===== src/rtl/pattern_pkg.sv =====
// Shared encodings, palette and sizing helper for the VGA test-pattern generator.
package pattern_pkg;

    typedef enum logic [1:0] {
        MODE_HSTRIPE = 2'd0,
        MODE_VSTRIPE = 2'd1,
        MODE_CHECKER = 2'd2,
        MODE_CYCLE   = 2'd3
    } mode_e;

    localparam logic [11:0] PALETTE [0:7] = '{
        12'hF00, 12'h0F0, 12'h00F, 12'hFFF,
        12'hFF0, 12'h0FF, 12'hF0F, 12'h888
    };

    localparam logic [11:0] CHK_A = 12'hFFF;
    localparam logic [11:0] CHK_B = 12'h000;

    function automatic logic [11:0] palette_lookup(input logic [2:0] idx);
        return PALETTE[idx];
    endfunction

    // Width of a counter that holds 0..n-1 (never zero bits wide).
    function automatic int cnt_width(input int n);
        return (n > 1) ? $clog2(n) : 1;
    endfunction

endpackage


===== src/rtl/pattern_gen_if.sv =====
// Video-side bundle between vga_ctrl, the pattern generator and its controller.
interface pattern_gen_if;

    logic [1:0]  mode;
    logic        scroll_en;
    logic [3:0]  scroll_step;
    logic [9:0]  h_addr;
    logic [9:0]  v_addr;
    logic        valid;
    logic        vsync;
    logic [11:0] vga_data;
    logic        frame_tick;

    modport master (
        output mode, scroll_en, scroll_step, h_addr, v_addr, valid, vsync,
        input  vga_data, frame_tick
    );

    modport slave (
        input  mode, scroll_en, scroll_step, h_addr, v_addr, valid, vsync,
        output vga_data, frame_tick
    );

endinterface


===== src/rtl/band_counter.sv =====
// Position-within-band counter with a wrapping band index; next-state values are
// exported so the colour select can use them in the same cycle as the address.
module band_counter
    import pattern_pkg::*;
#(
    parameter  int BAND       = 80,
    parameter  int NUM_COLORS = 3,
    localparam int PW         = cnt_width(BAND)
) (
    input  logic          clk,
    input  logic          reset,
    input  logic          load,
    input  logic [PW-1:0] load_pos,
    input  logic [2:0]    load_band,
    input  logic          adv,
    output logic [PW-1:0] pos,
    output logic [2:0]    band,
    output logic [PW-1:0] pos_nxt,
    output logic [2:0]    band_nxt
);

    logic [PW-1:0] pos_q, pos_d;
    logic [2:0]    band_q, band_d;

    // NOTE: every output of a combinational block gets a default first, so no
    // path through the if/else can leave it unassigned and infer a latch.
    always_comb begin
        pos_d  = pos_q;
        band_d = band_q;
        if (load) begin
            pos_d  = load_pos;
            band_d = load_band;
        end else if (adv) begin
            if (pos_q == PW'(BAND - 1)) begin
                pos_d  = '0;
                band_d = (band_q == 3'(NUM_COLORS - 1)) ? 3'd0 : band_q + 3'd1;
            end else begin
                pos_d = pos_q + PW'(1);
            end
        end
    end

    // NOTE: state registers use non-blocking assignments so every flop samples
    // the pre-edge value of its neighbours, independent of statement order.
    always_ff @(posedge clk or posedge reset) begin
        if (reset) begin
            pos_q  <= '0;
            band_q <= '0;
        end else begin
            pos_q  <= pos_d;
            band_q <= band_d;
        end
    end

    assign pos      = pos_q;
    assign band     = band_q;
    assign pos_nxt  = pos_d;
    assign band_nxt = band_d;

endmodule


===== src/rtl/pattern_gen.sv =====
// VGA test-pattern generator: stripes, checkerboard and colour cycle driven from
// vga_ctrl pixel addresses, with divider-free band tracking and per-frame scroll.
module pattern_gen
    import pattern_pkg::*;
#(
    parameter int H_ACTIVE        = 640,
    parameter int V_ACTIVE        = 480,
    parameter int H_BAND          = 80,
    parameter int V_BAND          = 80,
    parameter int NUM_COLORS      = 3,
    parameter int FRAMES_PER_STEP = 60
) (
    input  logic          clk,
    input  logic          reset,
    pattern_gen_if.slave  bus
);

    localparam int RPW = cnt_width(V_BAND);
    localparam int CPW = cnt_width(H_BAND);
    localparam int FW  = cnt_width(FRAMES_PER_STEP);

    localparam logic [9:0] H_ACT_W = 10'(H_ACTIVE);
    localparam logic [9:0] V_ACT_W = 10'(V_ACTIVE);

    logic            vsync_q;
    mode_e           mode_q, mode_d;
    logic [RPW-1:0]  row_pos0_q, row_pos0_d;
    logic [2:0]      row_band0_q, row_band0_d;
    logic [FW-1:0]   frame_cnt_q, frame_cnt_d;
    logic [2:0]      cyc_idx_q, cyc_idx_d;
    logic [9:0]      last_h_q, last_v_q;
    logic [11:0]     vga_data_q, vga_data_d;
    logic            frame_tick_q;

    logic            boundary;
    logic            new_h, new_v;
    int              step_i, sum_i;

    logic [RPW-1:0]  row_pos, row_pos_nxt;
    logic [CPW-1:0]  col_pos, col_pos_nxt;
    logic [2:0]      row_band, row_band_nxt, col_band, col_band_nxt;
    logic            unused_cnt;

    assign boundary = vsync_q & ~bus.vsync;
    assign new_h    = (bus.h_addr != last_h_q);
    assign new_v    = (bus.v_addr != last_v_q);

    // Frame-rate state: mode, scroll phase and colour-cycle position move only here.
    always_comb begin
        mode_d      = mode_q;
        row_pos0_d  = row_pos0_q;
        row_band0_d = row_band0_q;
        frame_cnt_d = frame_cnt_q;
        cyc_idx_d   = cyc_idx_q;
        step_i      = 0;
        if (bus.scroll_en) begin
            step_i = (int'(bus.scroll_step) < V_BAND - 1) ? int'(bus.scroll_step) : V_BAND - 1;
        end
        sum_i = int'(row_pos0_q) + step_i;
        if (boundary) begin
            mode_d = mode_e'(bus.mode);
            if (sum_i >= V_BAND) begin
                row_pos0_d  = RPW'(sum_i - V_BAND);
                row_band0_d = (row_band0_q == 3'(NUM_COLORS - 1)) ? 3'd0 : row_band0_q + 3'd1;
            end else begin
                row_pos0_d = RPW'(sum_i);
            end
            if (frame_cnt_q == FW'(FRAMES_PER_STEP - 1)) begin
                frame_cnt_d = '0;
                cyc_idx_d   = (cyc_idx_q == 3'(NUM_COLORS - 1)) ? 3'd0 : cyc_idx_q + 3'd1;
            end else begin
                frame_cnt_d = frame_cnt_q + FW'(1);
            end
        end
    end

    band_counter #(.BAND(V_BAND), .NUM_COLORS(NUM_COLORS)) u_row (
        .clk       (clk),
        .reset     (reset),
        .load      (new_v && (bus.v_addr == 10'd0)),
        .load_pos  (row_pos0_q),
        .load_band (row_band0_q),
        .adv       (new_v && (bus.v_addr < V_ACT_W)),
        .pos       (row_pos),
        .band      (row_band),
        .pos_nxt   (row_pos_nxt),
        .band_nxt  (row_band_nxt)
    );

    band_counter #(.BAND(H_BAND), .NUM_COLORS(NUM_COLORS)) u_col (
        .clk       (clk),
        .reset     (reset),
        .load      (new_h && (bus.h_addr == 10'd0)),
        .load_pos  ('0),
        .load_band (3'd0),
        .adv       (new_h && (bus.h_addr < H_ACT_W)),
        .pos       (col_pos),
        .band      (col_band),
        .pos_nxt   (col_pos_nxt),
        .band_nxt  (col_band_nxt)
    );

    // Only the look-ahead band indices drive colour; positions are for visibility.
    assign unused_cnt = ^{row_pos, row_pos_nxt, col_pos, col_pos_nxt, row_band, col_band};

    always_comb begin
        vga_data_d = 12'h000;
        if (bus.valid && (bus.v_addr < V_ACT_W) && (bus.h_addr < H_ACT_W)) begin
            case (mode_q)
                MODE_HSTRIPE: vga_data_d = palette_lookup(row_band_nxt);
                MODE_VSTRIPE: vga_data_d = palette_lookup(col_band_nxt);
                MODE_CHECKER: vga_data_d = (row_band_nxt[0] ^ col_band_nxt[0]) ? CHK_B : CHK_A;
                default:      vga_data_d = palette_lookup(cyc_idx_q);
            endcase
        end
    end

    always_ff @(posedge clk or posedge reset) begin
        if (reset) begin
            vsync_q      <= 1'b0;
            mode_q       <= MODE_HSTRIPE;
            row_pos0_q   <= '0;
            row_band0_q  <= '0;
            frame_cnt_q  <= '0;
            cyc_idx_q    <= '0;
            last_h_q     <= '0;
            last_v_q     <= '0;
            vga_data_q   <= '0;
            frame_tick_q <= 1'b0;
        end else begin
            vsync_q      <= bus.vsync;
            mode_q       <= mode_d;
            row_pos0_q   <= row_pos0_d;
            row_band0_q  <= row_band0_d;
            frame_cnt_q  <= frame_cnt_d;
            cyc_idx_q    <= cyc_idx_d;
            last_h_q     <= bus.h_addr;
            last_v_q     <= bus.v_addr;
            vga_data_q   <= vga_data_d;
            frame_tick_q <= boundary;
        end
    end

    assign bus.vga_data   = vga_data_q;
    assign bus.frame_tick = frame_tick_q;

endmodule


===== src/flat_wrapper.sv =====
// flat-port wrapper written by rule: the top's interface ports become plain ports
module pattern_gen_flat import pattern_pkg::*;
#(
    parameter int H_ACTIVE        = 640,
    parameter int V_ACTIVE        = 480,
    parameter int H_BAND          = 80,
    parameter int V_BAND          = 80,
    parameter int NUM_COLORS      = 3,
    parameter int FRAMES_PER_STEP = 60
)
  (clk, reset, bus_mode, bus_scroll_en, bus_scroll_step, bus_h_addr, bus_v_addr, bus_valid, bus_vsync, bus_vga_data, bus_frame_tick);
  pattern_gen_if bus_i ();
  input  logic clk;
  input  logic reset;
  input wire logic [$bits(bus_i.mode)-1:0] bus_mode;
  input wire logic [$bits(bus_i.scroll_en)-1:0] bus_scroll_en;
  input wire logic [$bits(bus_i.scroll_step)-1:0] bus_scroll_step;
  input wire logic [$bits(bus_i.h_addr)-1:0] bus_h_addr;
  input wire logic [$bits(bus_i.v_addr)-1:0] bus_v_addr;
  input wire logic [$bits(bus_i.valid)-1:0] bus_valid;
  input wire logic [$bits(bus_i.vsync)-1:0] bus_vsync;
  output wire logic [$bits(bus_i.vga_data)-1:0] bus_vga_data;
  output wire logic [$bits(bus_i.frame_tick)-1:0] bus_frame_tick;
  assign bus_i.mode = bus_mode;
  assign bus_i.scroll_en = bus_scroll_en;
  assign bus_i.scroll_step = bus_scroll_step;
  assign bus_i.h_addr = bus_h_addr;
  assign bus_i.v_addr = bus_v_addr;
  assign bus_i.valid = bus_valid;
  assign bus_i.vsync = bus_vsync;
  assign bus_vga_data = bus_i.vga_data;
  assign bus_frame_tick = bus_i.frame_tick;
  pattern_gen #(.H_ACTIVE(H_ACTIVE), .V_ACTIVE(V_ACTIVE), .H_BAND(H_BAND), .V_BAND(V_BAND), .NUM_COLORS(NUM_COLORS), .FRAMES_PER_STEP(FRAMES_PER_STEP)) u_core (.clk(clk), .reset(reset), .bus(bus_i));
endmodule

===== config.mk =====
export PLATFORM = sky130hd
export DESIGN_NAME = pattern_gen_flat
export DESIGN_NICKNAME = d
export VERILOG_FILES = /design/src/rtl/pattern_pkg.sv /design/src/rtl/pattern_gen_if.sv /design/src/rtl/band_counter.sv /design/src/rtl/pattern_gen.sv /design/src/flat_wrapper.sv
export SDC_FILE = /design/constraint.sdc
export NUM_CORES = 1
export LEC_CHECK = 0
export CORE_MARGIN = 2
export CORE_UTILIZATION = 45
export CTS_BUF_LIST = sky130_fd_sc_hd__clkbuf_16
export CTS_CLUSTER_DIAMETER = 80
export DETAILED_ROUTE_END_ITERATION = 8
export GPL_TIMING_DRIVEN = 0
export HOLD_SLACK_MARGIN = 0.02
export PLACE_DENSITY_LB_ADDON = 0.12
export SLEW_MARGIN = 5
export SYNTH_ARGS = -nofsm -noshare
export SYNTH_HDL_FRONTEND = slang
export SYNTH_SLANG_ARGS = --single-unit

===== constraint.sdc =====
create_clock -name clk -period 7.61 [get_ports clk]
set_input_delay 1.9025 -clock clk [delete_from_list [all_inputs] [get_ports clk]]
set_output_delay 1.9025 -clock clk [all_outputs]
set_load 0.01 [all_outputs]

Yosys cells after proc, flatten, opt, wreduce, memory -nomap -nowiden
Memories as Yosys holds them, arrays and structs flattened.
Index checks and enable logic that the tools add are counted.
{ "totals": {"ff_bits": 75, "rom_bits": 288, "in_bits": 31, "n_memories": 3} }
{ "op_classes": {"addsub": 9, "magnitude_cmp": 6, "eq_ne": 11, "mux": 28, "bitwise": 6, "n_reduce_logical": 13} }
{ "mem_list": {"columns": ["name", "words", "word_bits", "read_ports", "rd_ports_with_merged_regs", "write_ports", "line_no", "rtl"], "rows": [
  ["(no name shown)", 8, 12, 1, 0, 0, "pattern_pkg.sv:20", "return PALETTE[idx];"],
  ["(no name shown)", 8, 12, 1, 0, 0, "pattern_pkg.sv:20", null],
  ["(no name shown)", 8, 12, 1, 0, 0, "pattern_pkg.sv:20", null]
]} }
{ "op_table": {"columns": ["op", "n"], "rows": [
  ["12-bit two-way mux", 8],
  ["7-bit two-way mux", 7],
  ["12-bit one-hot mux with 3 select lines", 1],
  ["3-bit two-way mux", 10],
  ["10-bit zero test", 2],
  ["10-bit != test", 2],
  ["7-bit by 1-bit adder with 7-bit output, second input constant", 2],
  ["7-bit == test, second input constant", 2],
  ["3-bit by 1-bit adder with 3-bit output, second input constant", 4],
  ["3-bit by 2-bit == test with 1-bit output, second input constant", 4],
  ["4-bit greater-or-equal comparator, second input constant", 3],
  ["3-bit inverter with 4-bit output", 3],
  ["10-bit < comparator, second input constant", 1],
  ["10-bit by 9-bit < comparator with 1-bit output, second input constant", 1],
  ["7-bit by 4-bit adder with 8-bit output", 1],
  ["8-bit by 7-bit greater-or-equal comparator with 1-bit output, second input constant", 1],
  ["7-bit subtractor, second input constant", 1],
  ["6-bit by 1-bit adder with 6-bit output, second input constant", 1],
  ["6-bit == test, second input constant", 1],
  ["1-bit logical AND", 6],
  ["6-bit two-way mux", 1],
  ["4-bit two-way mux", 1],
  ["2-bit AND reduction", 2],
  ["2-bit nonzero test", 2],
  ["6 further kinds", 6]
]} }

Depth between registers and ports, before layout
Gate-level depths: netlist (run 1).
{ "depth": {"word_depth": 11, "ltp_mapped": 15, "depth_no_buf": 15} }

By module
Synthesis (run 1) repeated with hierarchy kept, for this count alone.
{ "unflattened": {"cells_unflattened": 431, "area_unflattened_um2": 4047.6} }
{ "modules_own_cells": {"columns": ["module", "n_inst", "cells_per_inst", "area_each_um2"], "rows": [
  ["pattern_gen", 1, 293, 2836.5],
  ["band_counter", 2, 69, 605.6]
]} }

Worst setup path before layout (run 1)
Ideal clock, no wire load.
{ "synth_path": {"path_type": "input to register", "start": "in bus_scroll_step[1]", "end": "reg u_core.row_pos0_q[4]", "arrival_ns": 4.589, "required_ns": 7.520, "slack_ns": 2.931, "cell_stages": 14, "path_buffers": 0, "path_cell_list": "nand2_1 > inv_1 > ha_1 > a21o_1 > a21oi_1 > nor2b_1 > o21ai_0 > xor2_1 > ha_1 > nand3b_1 > o31a_1 > o22a_1 > or4_1 > o2111ai_1"} }
{ "synth_between": {"elab_chain_cells": 4} }
{ "synth_rtl": {"columns": ["element", "line_no", "rtl"], "rows": [
  ["from (decl)", "flat_wrapper.sv:17", "input wire logic [$bits(bus_i.scroll_step)-1:0] bus_scroll_step;"],
  ["4-bit two-way mux (*)", "pattern_gen.sv:56", "if (bus.scroll_en) begin"],
  ["7-bit by 4-bit adder with 8-bit output (*)", "pattern_gen.sv:59", "sum_i = int'(row_pos0_q) + step_i;"],
  ["7-bit subtractor or 8-bit by 7-bit greater-or-equal comparator with 1-bit output (tied branches)", "pattern_gen.sv:63, pattern_gen.sv:62", null],
  ["7-bit two-way mux (*)", "pattern_gen.sv:62", "if (sum_i >= V_BAND) begin"],
  ["to (signal assigned)", "pattern_gen.sv:133", "row_pos0_q <= row_pos0_d;"],
  ["to (decl)", "pattern_gen.sv:27", "logic [RPW-1:0] row_pos0_q, row_pos0_d;"]
]} }
Every way passes the cells marked *; elsewhere a longest branch is shown, timed or not.
A chain may end at the register's enable or synchronous reset.

Worst setup path in the final report (run 1)
{ "layout_path": {"start": "in bus_scroll_en", "end": "reg u_core.row_pos0_q[4]"} }
{ "layout_between": {"elab_chain_cells": 4} }
{ "layout_rtl": {"columns": ["element", "line_no", "rtl"], "rows": [
  ["from (decl)", "flat_wrapper.sv:16", "input wire logic [$bits(bus_i.scroll_en)-1:0] bus_scroll_en;"],
  ["4-bit two-way mux (*)", "pattern_gen.sv:56", null],
  ["7-bit by 4-bit adder with 8-bit output (*)", "pattern_gen.sv:59", null],
  ["7-bit subtractor or 8-bit by 7-bit greater-or-equal comparator with 1-bit output (tied branches)", "pattern_gen.sv:63, pattern_gen.sv:62", null],
  ["7-bit two-way mux (*)", "pattern_gen.sv:62", null]
]} }
Marks and branches as above.

==> out/results.tsv, run 1 <==
stage	metric	value	unit
floorplanning	die_h	99.5	um
setup_path	worstRegToRegCells	12	
yosys	syn_inst	439	
pwr	p_switching	0.000420	W
place	place_hpwl	6540	um
floorplanning	dieWidth	99.5	um
clock_network	numCtsBuffers	9	
setup_path	reg2reg_to	u_core.row_pos0_q[4]$_DFFE_PP0P_	
clock_network	cts-resized-gates	0	
place	gp_congestion	0.848	
finish	antenna_cells	0	
setup_path	r2r_setup_slack	4200	ps
yosys	synth_compound_area_share	19.6	%
finish	layout_common_cells	dfrtp_1, nand2_1, clkdlybuf4s50_1	
yosys	ys_ff_latch	69	
pwr	seqPwrFrac	39.9	%
yosys	synth.mux.area_fraction	1.37	%
clock_network	numClockSinks	69	
floorplanning	core-area	8760	um2
yosys	synth_area_leaders	dfrtp_1, ha_1, nand2_1, o21ai_0, xnor2_1	
setup_path	reg2reg_from	u_core.row_pos0_q[1]$_DFFE_PP0P_	
finish	stdcell_area	5010	um2
finish	final_common_cell	dfrtp_1	
grt	grt_remaining_overflow	0	
clock_network	clk_path_buf_depth	2	
worst_hold_path	hold_class	flip-flop to flip-flop	
sta	final_hold_viol_count	0	
worst_hold_path	holdPathStages	1	
sta	setup_viol	0	
setup_path	cpMostUsedCell	ha_1	
detailed_routing	wl	8980	um
floorplanning	dieArea	9900	um2
setup_path	cp-end-kind	flip-flop	
finish	fillers	817	
yosys	syn_avg_cell_area	9.35	um2
clock_network	path_clk_slew	60	ps
setup_path	critPathMaxStageDelay	500	ps
grt	grt_pass1_wl	15600	um
finish	areaGrowthSynthToFinish	22.0	%
sta	post-route-worst-setup-slack	2380	ps
floorplanning	start_util	46.8	%
clock_network	clk_latency	330	ps
sta	slew-limit-headroom	51.3	%
detailed_routing	drt_iter0_markers	252	
yosys	yosysSeqAreaShare	42.1	%
yosys	synth_top_family_by_area	compound AO/OA/AOI/OAI gates	
pwr	p_total	0.00131	W
setup_path	critPathLaunchType	primary input	
place	placed_area	4690	um2
grt	grt_max_degree	39	
finish	drive_gt1_share	8.02	%
grt	grt_pass1_vias	3307	
yosys	yosysTopAreaCellShare	42.1	%
yosys	synthAdderAreaFrac	6.28	%
setup_path	path_buf_inv	2	
detailed_routing	drcViolationCount	0	
worst_hold_path	holdPathEnd	u_core.u_col.pos[3]$_DFFE_PP0P_	
sta	layout_min_cycle_time	5230	ps
detailed_routing	avgViaCountPerCell	5.66	
clock_network	cts_tree	built	
run	maxCapViolCount	0	
setup_path	path_delay_family	compound AO/OA/AOI/OAI gates	
detailed_routing	dr.pass1.iters	4	
setup_path	cp_data_arrival_time	5470	ps
clock_network	cts_hold_buffers	0	
yosys	synth_edf_count	0	
floorplanning	ios	44	
pwr	pwr-share-clk	33.6	%
detailed_routing	routedWlPerCell	14.8	um
pwr	swShare	32.1	%
yosys	yosys.area_share.simple	19.6	%
sta	clock_skew	7.68	ps
clock_network	cts_root_buffer	clkbuf_16	
grt	antenna_found_initial	0	
sta	max_freq	191	MHz
setup_path	cp_num_cells	15	
worst_hold_path	min_from	u_core.u_col.pos[3]$_DFFE_PP0P_	
setup_path	worstPathCellList	clkdlybuf4s50_1 -> nand2_1 -> inv_1 -> ha_1 -> a21o_1 -> a21oi_1 -> nor2b_1 -> o21ai_0 -> xor2_1 -> ha_1 -> nand3b_1 -> o31a_1 -> o22a_1 -> or4_1 -> o2111ai_1	
pwr	pwr-share-comb	26.4	%
yosys	dominantRegCellSynth	dfrtp_1	
pwr	ir_worst_vdd	136	uV
pwr	p_int	0.000890	W
setup_path	required	7860	ps
pwr	p_per_area	262	nW/um2
sta	worstMarginPinSlew	724	ps
yosys	synth_cell_types	70	
yosys	syn_area	4110	um2
clock_network	h-tree-depth	3	
floorplanning	std_cell_rows	34	
detailed_routing	vias	3433	
yosys	syn_nets	490	
setup_path	worst-setup-path-type	primary input to flip-flop	
pwr	p_leak	2.14	nW
setup_path	cpMaxStageDelayCell	o21ai_0	
sta	rsz0062_at_grt	false	
sta	slew_viol_final	0	
setup_path	path_max_fanout	7	
status	outcome	complete, no violations	
grt	grt_use_total	19.6	%
yosys	synthXorXnorAreaFrac	5.97	%
sta	min_period_over_period	68.7	%
yosys	ys_warn_count	0	
clock_network	post_cts_buffers	0	
detailed_routing	ant_nets	0	
yosys	async_flop_share	100	%
finish	finalNetCount	545	
sta	fin_hold_ws	508	ps
sta	finalSetupTns	0	ps
yosys	yosys.area.top_type	dfrtp_1	
place	portBuffers	43	
place	post-place-ws	2060	ps
[state kept, by name, indices dropped and copies added, names as in the netlist]
name	count
u_core.row_band0_q	3
u_core.vsync_q	1
u_core.frame_cnt_q	6
u_core.cyc_idx_q	3
u_core.u_row.pos	7
u_core.bus.vga_data	6
u_core.last_h_q	10
u_core.u_col.band	3
u_core.row_pos0_q	7
u_core.mode_q	2
u_core.bus.frame_tick	1
u_core.last_v_q	10
u_core.u_row.band	3
u_core.u_col.pos	7
[per-stage QoR]
stage | utilization, % | cells
after floorplan | - | 439
after global placement | 53.3 | 590
after detailed placement | 53.6 | 591
after CTS | 57.2 | 607
after global routing | 57.2 | 607
final | 57.2 | 607
[routing by layer]
| layer | vias up | global-route usage (%) | share of wire (%) |
|---|---|---|---|
| met1 | 1661 | 27.5 | 48 |
| met4 | 0 | 5.06 | 0.74 |
| met5 | - | 0 | 0 |
| met3 | 4 | 5.13 | 4.2 |
| met2 | 59 | 30.5 | 47 |
| li1 | 1709 | - | - |
[how the worst max path moves through the flow]
stage                                   from                          endpoint  slack [ps]
after global placement         bus_scroll_en  u_core.row_pos0_q[4]$_DFFE_PP0P_        2190
after CTS                      bus_scroll_en  u_core.row_pos0_q[4]$_DFFE_PP0P_        2400
after global routing           bus_scroll_en  u_core.row_pos0_q[4]$_DFFE_PP0P_        2070
after detailed placement       bus_scroll_en  u_core.row_pos0_q[4]$_DFFE_PP0P_        2060
after floorplan           bus_scroll_step[1]  u_core.row_pos0_q[4]$_DFFE_PP0P_        2930
final                          bus_scroll_en  u_core.row_pos0_q[4]$_DFFE_PP0P_        2380
[synthesized netlist by cell type (4+ instances only)]
cell type / n
a221o_1: 4
nor2b_1: 5
nor4_1: 10
a21o_1: 7
nand3_1: 14
dfrtp_1: 69
nand2b_1: 4
ha_1: 19
o211ai_1: 4
nor2_1: 24
nand4_1: 6
xnor2_1: 14
o22ai_1: 5
clkbuf_1: 8
inv_1: 26
o31ai_1: 8
a31oi_1: 7
a41oi_1: 4
o21ai_0: 29
and3_1: 9
buf_4: 6
nand2_1: 45
a21oi_1: 17
nor3_1: 10
xor2_1: 14
or3_1: 4
o21a_1: 5
and2_1: 5
[logic make-up after synthesis]
family / Yosys count
AND/OR/NAND/NOR: 155
adder cells (fa/ha/maj): 20
buffers and inverters: 47
AO/OA/AOI/OAI: 115
XOR/XNOR: 28
flip-flops: 69
multiplexers: 5
[layout make-up]
type	count	area [um2]	share of cell area (%)
timing repair buffer	44	450	8.99
tap	108	135	2.70
clock buffer	9	225	4.50
multi-input combinational	323	2170	43.3
clock inverter	7	90.1	1.80
sequential	69	1730	34.5
inverter	28	110	2.20
buffer	19	103	2.05
[power groups by stage]
stage	clock [W]	sequential [W]	combinational [W]
2_1_floorplan	0	0.000506	0.000259
3_3_place_gp	0	0.000524	0.000333
3_5_place_dp	0	0.000528	0.000347
4_1_cts	0.000454	0.000522	0.000350
5_1_grt	0.000470	0.000536	0.000400
6_report	0.000440	0.000523	0.000347
Power figures use the tool's default switching activity.
==> run 2: changes to the inputs <==
==> constraint.sdc (replaced) <==
create_clock -name clk -period 4.8 [get_ports clk]
set_input_delay 1.2 -clock clk [delete_from_list [all_inputs] [get_ports clk]]
set_output_delay 1.2 -clock clk [all_outputs]
set_load 0.01 [all_outputs]
==> out/results.tsv, run 2 (synthesis results as in run 1) <==
stage	metric	value	unit	change
status	outcome	complete, no violations		
place	place_hpwl	6540	um	unchanged
clock_network	clk_path_buf_depth	2		unchanged
setup_path	cpMostUsedCell	ha_1		
floorplanning	die_h	99.5	um	unchanged
sta	clock_skew	7.68	ps	-0.00569 ps
setup_path	required	5050	ps	-2810 ps
grt	grt_use_total	19.6	%	unchanged
pwr	ir_worst_vdd	216	uV	+59%
sta	rsz0062_at_grt	false		
floorplanning	ios	44		unchanged
setup_path	cpMaxStageDelayCell	clkdlybuf4s50_1		
detailed_routing	wl	8980	um	about the same
grt	grt_remaining_overflow	0		unchanged
detailed_routing	ant_nets	0		unchanged
clock_network	numClockSinks	69		unchanged
detailed_routing	drt_iter0_markers	252		unchanged
clock_network	h-tree-depth	3		unchanged
detailed_routing	vias	3434		+0.029%
place	gp_congestion	0.848		unchanged
floorplanning	core-area	8760	um2	unchanged
detailed_routing	dr.pass1.iters	4		unchanged
setup_path	cp-end-kind	flip-flop		
grt	antenna_found_initial	0		unchanged
floorplanning	dieWidth	99.5	um	unchanged
floorplanning	dieArea	9900	um2	unchanged
detailed_routing	drcViolationCount	0		unchanged
setup_path	critPathMaxStageDelay	460	ps	-40 ps
grt	grt_pass1_vias	3307		unchanged
detailed_routing	routedWlPerCell	14.8	um	about the same
sta	slew_viol_final	0		unchanged
sta	final_hold_viol_count	0		unchanged
sta	worstMarginPinSlew	724	ps	unchanged
finish	final_common_cell	dfrtp_1		
sta	layout_min_cycle_time	4350	ps	
finish	antenna_cells	0		unchanged
finish	areaGrowthSynthToFinish	22.0	%	unchanged
clock_network	cts_tree	built		
finish	finalNetCount	545		unchanged
clock_network	path_clk_slew	60	ps	about the same
grt	grt_pass1_wl	15600	um	unchanged
sta	min_period_over_period	90.7	%	
finish	drive_gt1_share	8.02	%	unchanged
clock_network	post_cts_buffers	0		unchanged
setup_path	worstPathCellList	clkdlybuf4s50_1 -> nand2_1 -> inv_1 -> ha_1 -> a21o_1 -> a21oi_1 -> nor2b_1 -> o21ai_1 -> xor2_1 -> ha_1 -> nand3b_1 -> o31a_1 -> o22a_1 -> or4_1 -> o2111ai_1		
sta	finalSetupTns	0	ps	unchanged
detailed_routing	avgViaCountPerCell	5.66		about the same
floorplanning	std_cell_rows	34		unchanged
floorplanning	start_util	46.8	%	unchanged
finish	finish.utilization	57.2	%	unchanged
worst_hold_path	hold_class	flip-flop to flip-flop		
sta	max_freq	230	MHz	
grt	grt_max_degree	39		unchanged
setup_path	path_buf_inv	2		unchanged
clock_network	cts_hold_buffers	0		unchanged
setup_path	path_delay_family	compound AO/OA/AOI/OAI gates		
clock_network	clk_latency	330	ps	about the same
setup_path	worst-setup-path-type	primary input to flip-flop		
clock_network	numCtsBuffers	9		unchanged
sta	slew-limit-headroom	51.3	%	unchanged
setup_path	path_max_fanout	7		unchanged
clock_network	cts_root_buffer	clkbuf_16		
setup_path	critPathLaunchType	primary input		
run	maxCapViolCount	0		unchanged
finish	layout_common_cells	dfrtp_1, nand2_1, clkdlybuf4s50_1		
finish	largestRegisters	u_core.last_h_q (10), u_core.last_v_q (10)		
sta	setup_viol	0		unchanged
place	portBuffers	43		unchanged
pwr	p_per_area	415	nW/um2	+59%
setup_path	cp_data_arrival_time	4600	ps	-870 ps
pwr	p_leak	2.14	nW	about the same
==> run 2: cell counts in the layout (fill, tap and decap cells not counted) <==
Identical to the previous run, type by type.
==> run 2: worst paths after layout <==
path                                                       start                                end  slack [ps]  depth (start not counted)
worst max-delay path                               bus_scroll_en   u_core.row_pos0_q[4]$_DFFE_PP0P_         450                         15
worst min-delay path             u_core.u_col.pos[3]$_DFFE_PP0P_    u_core.u_col.pos[3]$_DFFE_PP0P_         510                          1
worst max register to register  u_core.row_pos0_q[1]$_DFFE_PP0P_   u_core.row_pos0_q[4]$_DFFE_PP0P_        1560                         12
worst min register to register   u_core.u_col.pos[3]$_DFFE_PP0P_    u_core.u_col.pos[3]$_DFFE_PP0P_         510                          1
max in group asynchronous                                  reset  u_core.row_band0_q[2]$_DFFE_PP0P_        3040                          3
min in group asynchronous                                  reset       u_core.last_v_q[1]$_DFF_PP0_        1230                          2
==> run 2: through the flow <==
stage          cells  setup WS, ps  cell area, um2  power [W]  hold WS, ps
3_3_place_gp     590          78.8            4670    0.00136          493
5_1_grt          607           149            5010    0.00223          541
3_5_place_dp     591         -44.6            4690    0.00139          497
4_1_cts          607           289            5010    0.00210          505
2_1_floorplan    439           824            4110    0.00121          467
6_report         607           447            5010    0.00208          508
==> run 2: what timing repair did <==
item,in CTS,in global routing
hold endpoints to repair,0,0
endpoints found under the setup margin,0,1
resized for setup,0,1
==> run 2: where the power goes <==
group / switching [W] / internal (W)
combinational: 0.000290 / 0.000260
sequential: 0.000131 / 0.000699
clock: 0.000246 / 0.000452
==> run 2: cell type report <==
cell class	instances	area (um2)
tap	108	135
fill	817	3750
clock buffer	9	225
clock inverter	7	90.1
sequential	69	1730
buffer	19	103
timing repair buffer	44	450
inverter	28	110
multi-input combinational	323	2170
==> run 2: routing by layer <==
metal / vias up / GRT usage (%) / wire length (um)
met1: 1663 / 27.5 / 4330
met5: - / 0 / 0
met2: 59 / 30.5 / 4210
met3: 4 / 5.13 / 381
li1: 1708 / - / -
met4: 0 / 5.06 / 66
